===== src/rtl/clk_pkg.sv =====
// rtl/clk_pkg.sv - shared strobe-bus constants and monitor state encoding
package clk_pkg;

   localparam int STROBE_W = 6;
   localparam int CE12_B   = 0;
   localparam int CE6_B    = 1;
   localparam int CE3_B    = 2;
   localparam int VS_B     = 3;
   localparam int CE1M5_B  = 4;
   localparam int PAB_B    = 5;

   localparam int PHASE_W = 6;
   localparam logic [PHASE_W-1:0] SYNC_PHASE = 6'd32;

   typedef logic [STROBE_W-1:0] strobe_t;

   typedef enum logic [1:0] {
      HUNT   = 2'd0,
      VERIFY = 2'd1,
      LOCKED = 2'd2
   } mon_state_t;

endpackage


===== src/rtl/ce_pattern_predict.sv =====
// rtl/ce_pattern_predict.sv - expected strobe vector for a given generator phase
module ce_pattern_predict
   import clk_pkg::*;
(
   input  logic [PHASE_W-1:0] phase,
   output strobe_t            pattern
);

   // Bit 4 of the phase does not feed any strobe.
   logic unused_phase4;
   assign unused_phase4 = phase[4];

   always_comb begin
      pattern          = '0;
      pattern[CE12_B]  = phase[0];
      pattern[CE6_B]   = phase[1] & phase[0];
      pattern[CE3_B]   = phase[2] & phase[1] & ~phase[0];
      pattern[VS_B]    = ~phase[2];
      pattern[CE1M5_B] = ~phase[3] & phase[2] & phase[1] & ~phase[0];
      pattern[PAB_B]   = phase[5];
   end

endmodule


===== src/rtl/ce_strobe_monitor.sv =====
// rtl/ce_strobe_monitor.sv - locks a phase counter to the clk24 strobe bus and reports health
module ce_strobe_monitor
   import clk_pkg::*;
#(
   parameter int VERIFY_CYCLES = 64,
   parameter int MAX_MISSES    = 4,
   parameter int ERRW          = 16,
   parameter int HUNT_TIMEOUT  = 200
)
(
   input  logic                clk24,
   input  logic                reset,
   input  logic                ce12,
   input  logic                ce6,
   input  logic                ce3,
   input  logic                video_slice,
   input  logic                ce1m5,
   input  logic                pipe_ab,
   input  logic                clr_err,
   output logic                locked,
   output logic [PHASE_W-1:0]  phase,
   output logic [STROBE_W-1:0] mismatch,
   output logic                sync_err,
   output logic [ERRW-1:0]     err_count,
   output logic                no_strobe
);

   localparam int HW = $clog2(HUNT_TIMEOUT + 1);
   localparam logic [7:0]    VC_LAST   = 8'(VERIFY_CYCLES);
   localparam logic [3:0]    MISS_LAST = 4'(MAX_MISSES);
   localparam logic [HW-1:0] HT_LIM    = HW'(HUNT_TIMEOUT);
   localparam logic [HW-1:0] HT_PRE    = HW'(HUNT_TIMEOUT - 1);

   mon_state_t state, state_next;

   strobe_t         strobes, predicted, diff, mismatch_next;
   logic            pipe_prev, rise, diff_any;
   logic            verify_done, miss_done;
   logic            compare_en, err_inc, locked_next;
   logic [7:0]      verify_ctr;
   logic [3:0]      miss_ctr;
   logic [HW-1:0]   hunt_ctr;

   assign strobes = {pipe_ab, ce1m5, video_slice, ce3, ce6, ce12};

   ce_pattern_predict u_predict (
      .phase   (phase),
      .pattern (predicted)
   );

   assign diff        = strobes ^ predicted;
   assign diff_any    = |diff;
   assign rise        = pipe_ab & ~pipe_prev;
   assign verify_done = (verify_ctr + 8'd1) == VC_LAST;
   assign miss_done   = (miss_ctr + 4'd1) == MISS_LAST;

   always_ff @(posedge clk24 or posedge reset) begin
      if (reset) state <= HUNT;
      else       state <= state_next;
   end

   always_comb begin
      state_next = state;
      unique case (state)
         HUNT:    if (rise) state_next = VERIFY;
         VERIFY:  if (diff_any) state_next = HUNT;
                  else if (verify_done) state_next = LOCKED;
         LOCKED:  if (diff_any && miss_done) state_next = HUNT;
         default: state_next = HUNT;
      endcase
   end

   always_comb begin
      compare_en    = (state != HUNT);
      err_inc       = compare_en && diff_any;
      locked_next   = (state_next == LOCKED);
      mismatch_next = compare_en ? diff : '0;
   end

   always_ff @(posedge clk24 or posedge reset) begin
      if (reset) begin
         locked     <= 1'b0;
         phase      <= '0;
         mismatch   <= '0;
         sync_err   <= 1'b0;
         err_count  <= '0;
         no_strobe  <= 1'b0;
         pipe_prev  <= 1'b1;
         verify_ctr <= '0;
         miss_ctr   <= '0;
         hunt_ctr   <= '0;
      end else begin
         pipe_prev <= pipe_ab;
         locked    <= locked_next;
         mismatch  <= mismatch_next;
         sync_err  <= err_inc;
         if (clr_err)
            err_count <= '0;
         else if (err_inc && !(&err_count))
            err_count <= err_count + 1'b1;
         if (rise)
            no_strobe <= 1'b0;

         case (state)
            HUNT: begin
               if (rise) begin
                  // The rising edge marks c=SYNC_PHASE, so the next cycle is SYNC_PHASE+1.
                  phase      <= SYNC_PHASE + 6'd1;
                  verify_ctr <= '0;
                  hunt_ctr   <= '0;
               end else begin
                  if (hunt_ctr != HT_LIM)
                     hunt_ctr <= hunt_ctr + 1'b1;
                  if (hunt_ctr >= HT_PRE)
                     no_strobe <= 1'b1;
               end
            end
            VERIFY: begin
               phase    <= phase + 1'b1;
               miss_ctr <= '0;
               if (diff_any)
                  hunt_ctr <= '0;
               else
                  verify_ctr <= verify_ctr + 8'd1;
            end
            LOCKED: begin
               phase <= phase + 1'b1;
               if (diff_any) begin
                  miss_ctr <= miss_ctr + 4'd1;
                  if (miss_done)
                     hunt_ctr <= '0;
               end else begin
                  miss_ctr <= '0;
               end
            end
            default: ;
         endcase
      end
   end

endmodule


===== config.mk =====
export PLATFORM = sky130hd
export DESIGN_NAME = ce_strobe_monitor
export DESIGN_NICKNAME = d
export VERILOG_FILES = /design/src/rtl/clk_pkg.sv /design/src/rtl/ce_pattern_predict.sv /design/src/rtl/ce_strobe_monitor.sv
export SDC_FILE = /design/constraint.sdc
export NUM_CORES = 1
export LEC_CHECK = 0
export CAP_MARGIN = 40
export CORE_AREA = 4 4 92 94
export CTS_BUF_LIST = sky130_fd_sc_hd__clkbuf_16
export CTS_CLUSTER_DIAMETER = 60
export DETAILED_ROUTE_END_ITERATION = 12
export DIE_AREA = 0 0 96 98
export GPL_TIMING_DRIVEN = 0
export PLACE_DENSITY = 0.73
export SLEW_MARGIN = 5
export SYNTH_ARGS = -nofsm -noshare
export SYNTH_HDL_FRONTEND = slang
export SYNTH_SLANG_ARGS = --single-unit

===== constraint.sdc =====
create_clock -name clk24 -period 1.8 [get_ports clk24]
set_clock_uncertainty 0.05 [all_clocks]
set_input_delay 0.18 -clock clk24 [delete_from_list [all_inputs] [get_ports clk24]]
set_output_delay 0.18 -clock clk24 [all_outputs]
set_load 0.02 [all_outputs]

==> flow_metrics.env <==
export IMPL_worstPathArrival_ns=2.23
export IMPL_cts_sinks=54
export IMPL_layout_nets=400
export IMPL_num_vias=2635
export IMPL_die_h_um=98
export IMPL_wl_um=7270
export IMPL_portBuffers=38
export IMPL_post_route_util_pct=55.1
export IMPL_drv_slew=0
export IMPL_drtAntennaViolNets=0
export IMPL_path_cells="clkbuf_1, nand2_1, nor4_2, o2111ai_2, nand3_2, a211oi_2, a2111oi_4"
export IMPL_synthArstFlopShare_pct=100
export IMPL_min_path_type="in2reg"
export IMPL_syn_nets=337
export IMPL_synth_area_leaders="dfrtp_1 (44%), ha_1 (4.6%), nor2_1 (4.1%)"
export IMPL_synth_top_area_cell="dfrtp_1"
export IMPL_insertion_delay_ns=0.29
export IMPL_violations="setup timing"
export IMPL_slew_headroom_pct=52.5
export IMPL_syn_cell_area_mm2=0.00302
export IMPL_post_route_period_util_pct=117
export IMPL_p_per_area_mw_per_mm2=952
export IMPL_antenna_found_initial=0
export IMPL_grt_use_total_pct=14.7
export IMPL_avgSynthCellArea_um2=9.54
export IMPL_grt_max_degree=33
export IMPL_layout_setup_ws_ns=-0.312
export IMPL_gr_total_overflow=0
export IMPL_yosysSeqAreaShare_pct=44.7
export IMPL_rsz0062_at_grt="yes"
export IMPL_area_growth_pct=39.4
export IMPL_leakage_nw=1.75
export IMPL_tightest_slew_ns=0.711
export IMPL_cpMaxStageDelayCell="clkbuf_1"
export IMPL_drive_gt1_share_pct=26.5
export IMPL_setup_viol=37
export IMPL_clkTransAtPathRegs_ns=0.07
export IMPL_io_pins=40
export IMPL_netlist_area_leader_share_pct=43.9
export IMPL_critPathMaxStageDelay_ns=0.35
export IMPL_crit_required_ns=1.92
export IMPL_synth_edff_count=0
export IMPL_dr_pass1_iters=4
export IMPL_place_hpwl_um=4660
export IMPL_status="finished with violations"
export IMPL_design_core_area_mm2=0.00765
export IMPL_fmax_mhz=473
export IMPL_critPathMaxFanout=8
export IMPL_max_cap_violations=0
export IMPL_netlist_instances=317
export IMPL_die_area_mm2=0.00941
export IMPL_crit_path_end_kind="flop"
export IMPL_drt_iter0_drc=131
export IMPL_num_rows=32
export IMPL_dominantRegCellSynth="dfrtp_1"
export IMPL_cts_buffers=5
export IMPL_critPathLaunchType="flop"
export IMPL_drc=0
export IMPL_yosysWarningCount=0
export IMPL_root_buffer="clkbuf_16"
export IMPL_peakVddDrop_mv=0.671
export IMPL_num_antenna_cells=0
export IMPL_fp_dieW_um=96
export IMPL_place_congestion=0.794
export IMPL_ctsHoldBuffers=0
export IMPL_ys_seq_elements=54
export IMPL_hold_worst_slack_ns=0.169
export IMPL_post_drt_wl_per_cell_um=15.0
export IMPL_initial_core_util_pct=39.5
export IMPL_grt_pass1_wl_um=11400
export IMPL_finalHoldViolations=0
export IMPL_htreeDepth=2
export IMPL_power_mw=4.01
export IMPL_cts_tree="done"
export IMPL_final_setup_tns_ns=-6.46
export IMPL_synthDistinctLibCells=58
export IMPL_min_period_ns=2.11
export IMPL_cts_path_max_buffers=2
export IMPL_vias_per_cell=5.46
export IMPL_grt_pass1_vias=2475
export IMPL_crit_type="reg2reg"
-- cell families (layout without fill, tap and decap cells) --
group	after synthesis	count (layout)	share of synthesized area [%]
AO/OA/AOI/OAI	73	74	17.7
XOR/XNOR	19	19	5.50
adder cells (fa/ha/maj)	11	11	4.55
buffers and inverters	19	82	2.77
flip-flops	54	54	44.7
multiplexers	2	2	0.704
AND/OR/NAND/NOR	139	139	24.0
-- routing by layer --
metal / up-vias / GRT usage [%] / wire length [um]
met2: 55 / 24.5 / 3700
met4: 0 / 3.06 / 35
met1: 1312 / 19.9 / 3260
met3: 2 / 2.77 / 274
met5: - / 0 / 0
li1: 1266 / - / -
-- path summary, 6_finish.rpt --
path | startpoint | endpoint | slack, ns | depth (start not counted)
worst max-delay path | verify_ctr[5]$_DFFE_PP0P_ | locked$_DFF_PP0_ | -0.31 | 7
worst min-delay path | clr_err | err_count[7]$_DFFE_PP0P_ | 0.17 | 2
worst max register to register | verify_ctr[5]$_DFFE_PP0P_ | locked$_DFF_PP0_ | -0.31 | 7
worst min register to register | phase[4]$_DFFE_PP0P_ | phase[4]$_DFFE_PP0P_ | 0.47 | 1
max in group asynchronous | reset | miss_ctr[0]$_DFFE_PP0N_ | 0.85 | 3
min in group asynchronous | reset | err_count[0]$_DFFE_PP0P_ | 0.28 | 2
-- layout by cell type, fill, tap and decap left out, drive strengths merged, types with 2 or more instances in the layout --
master | Yosys | layout
dfrtp | 53 | 53
clkdlybuf4s50 | 0 | 38
nor2 | 33 | 33
nand2 | 31 | 31
o21ai | 27 | 28
buf | 4 | 24
nand3 | 21 | 21
and3 | 13 | 13
xor2 | 11 | 11
ha | 11 | 11
a21oi | 11 | 11
inv | 8 | 10
clkbuf | 7 | 9
xnor2 | 8 | 8
a31oi | 8 | 8
o31ai | 7 | 7
nand4 | 6 | 6
nor2b | 6 | 6
nand2b | 5 | 5
and4 | 3 | 3
nand4b | 3 | 3
a211o | 3 | 3
o41ai | 3 | 3
a211oi | 3 | 3
and2 | 2 | 2
nor3b | 2 | 2
and3b | 2 | 2
nand3b | 2 | 2
a21o | 2 | 2
nor3 | 2 | 2
nor4b | 2 | 2
or3 | 2 | 2
-- Yosys cell counts (2+ instances only) --
| library cell | n |
|---|---|
| xnor2_1 | 8 |
| o31ai_1 | 7 |
| xor2_1 | 11 |
| a21oi_1 | 9 |
| clkbuf_1 | 7 |
| and3_1 | 12 |
| a211oi_2 | 2 |
| ha_1 | 11 |
| nand4_1 | 6 |
| inv_1 | 8 |
| o41ai_1 | 3 |
| a21oi_2 | 2 |
| nand3b_1 | 2 |
| dfrtp_1 | 53 |
| o21ai_1 | 8 |
| o21ai_0 | 17 |
| nor3b_1 | 2 |
| nand3_1 | 20 |
| a211o_1 | 3 |
| nand4b_1 | 3 |
| nand2b_1 | 5 |
| and3b_1 | 2 |
| a21o_1 | 2 |
| nor4b_1 | 2 |
| and2_1 | 2 |
| nor2b_1 | 6 |
| and4_1 | 3 |
| nor2_1 | 33 |
| nand2_1 | 31 |
| or3_1 | 2 |
| nor3_1 | 2 |
| a31oi_1 | 7 |
-- where the power goes --
group | internal, mW | switching (mW)
clock | 0.648 | 0.429
combinational | 0.622 | 0.808
sequential | 1.36 | 0.149
-- layout make-up --
type	count	area [um2]
Buffer	10	76.3
Clock buffer	5	125
Clock inverter	3	37.5
Fill cell	637	3430
Inverter	8	30.0
Multi-Input combinational cell	245	1900
Sequential cell	54	1360
Tap cell	102	128
Timing Repair Buffer	56	554
-- stage by stage --
step / area, um2 / std cells / worst slack (ns)
after global routing: 4210 / 483 / -0.432
after detailed placement: 3610 / 458 / -0.552
after floorplan: 3070 / 317 / -0.133
final: 4210 / 483 / -0.312
after global placement: 3580 / 457 / -0.997
after CTS: 3930 / 475 / -0.239
-- registers in the layout (all words and copies together) (netlist names) --
| register | flops |
|---|---|
| err_count | 16 |
| hunt_ctr | 8 |
| verify_ctr | 8 |
| mismatch | 6 |
| phase | 6 |
| miss_ctr | 4 |
| state | 2 |
| locked | 1 |
| no_strobe | 1 |
| pipe_prev | 1 |
| sync_err | 1 |
-- worst max-delay path: cells and delay by family (launching register included) --
kind / cells / cell delay (ns)
simple gates: 3 / 0.67
compound gates: 3 / 0.59
buf+inv: 1 / 0.35
flops: 1 / 0.32
-- timing repair --
item,4_1_cts,5_1_grt
cloned,2,2
endpoints found under the setup margin,42,41
resized for setup,35,47
buffers inserted,8,6
pin swaps,18,12
Note: power is estimated with default switching activity, not from simulation.
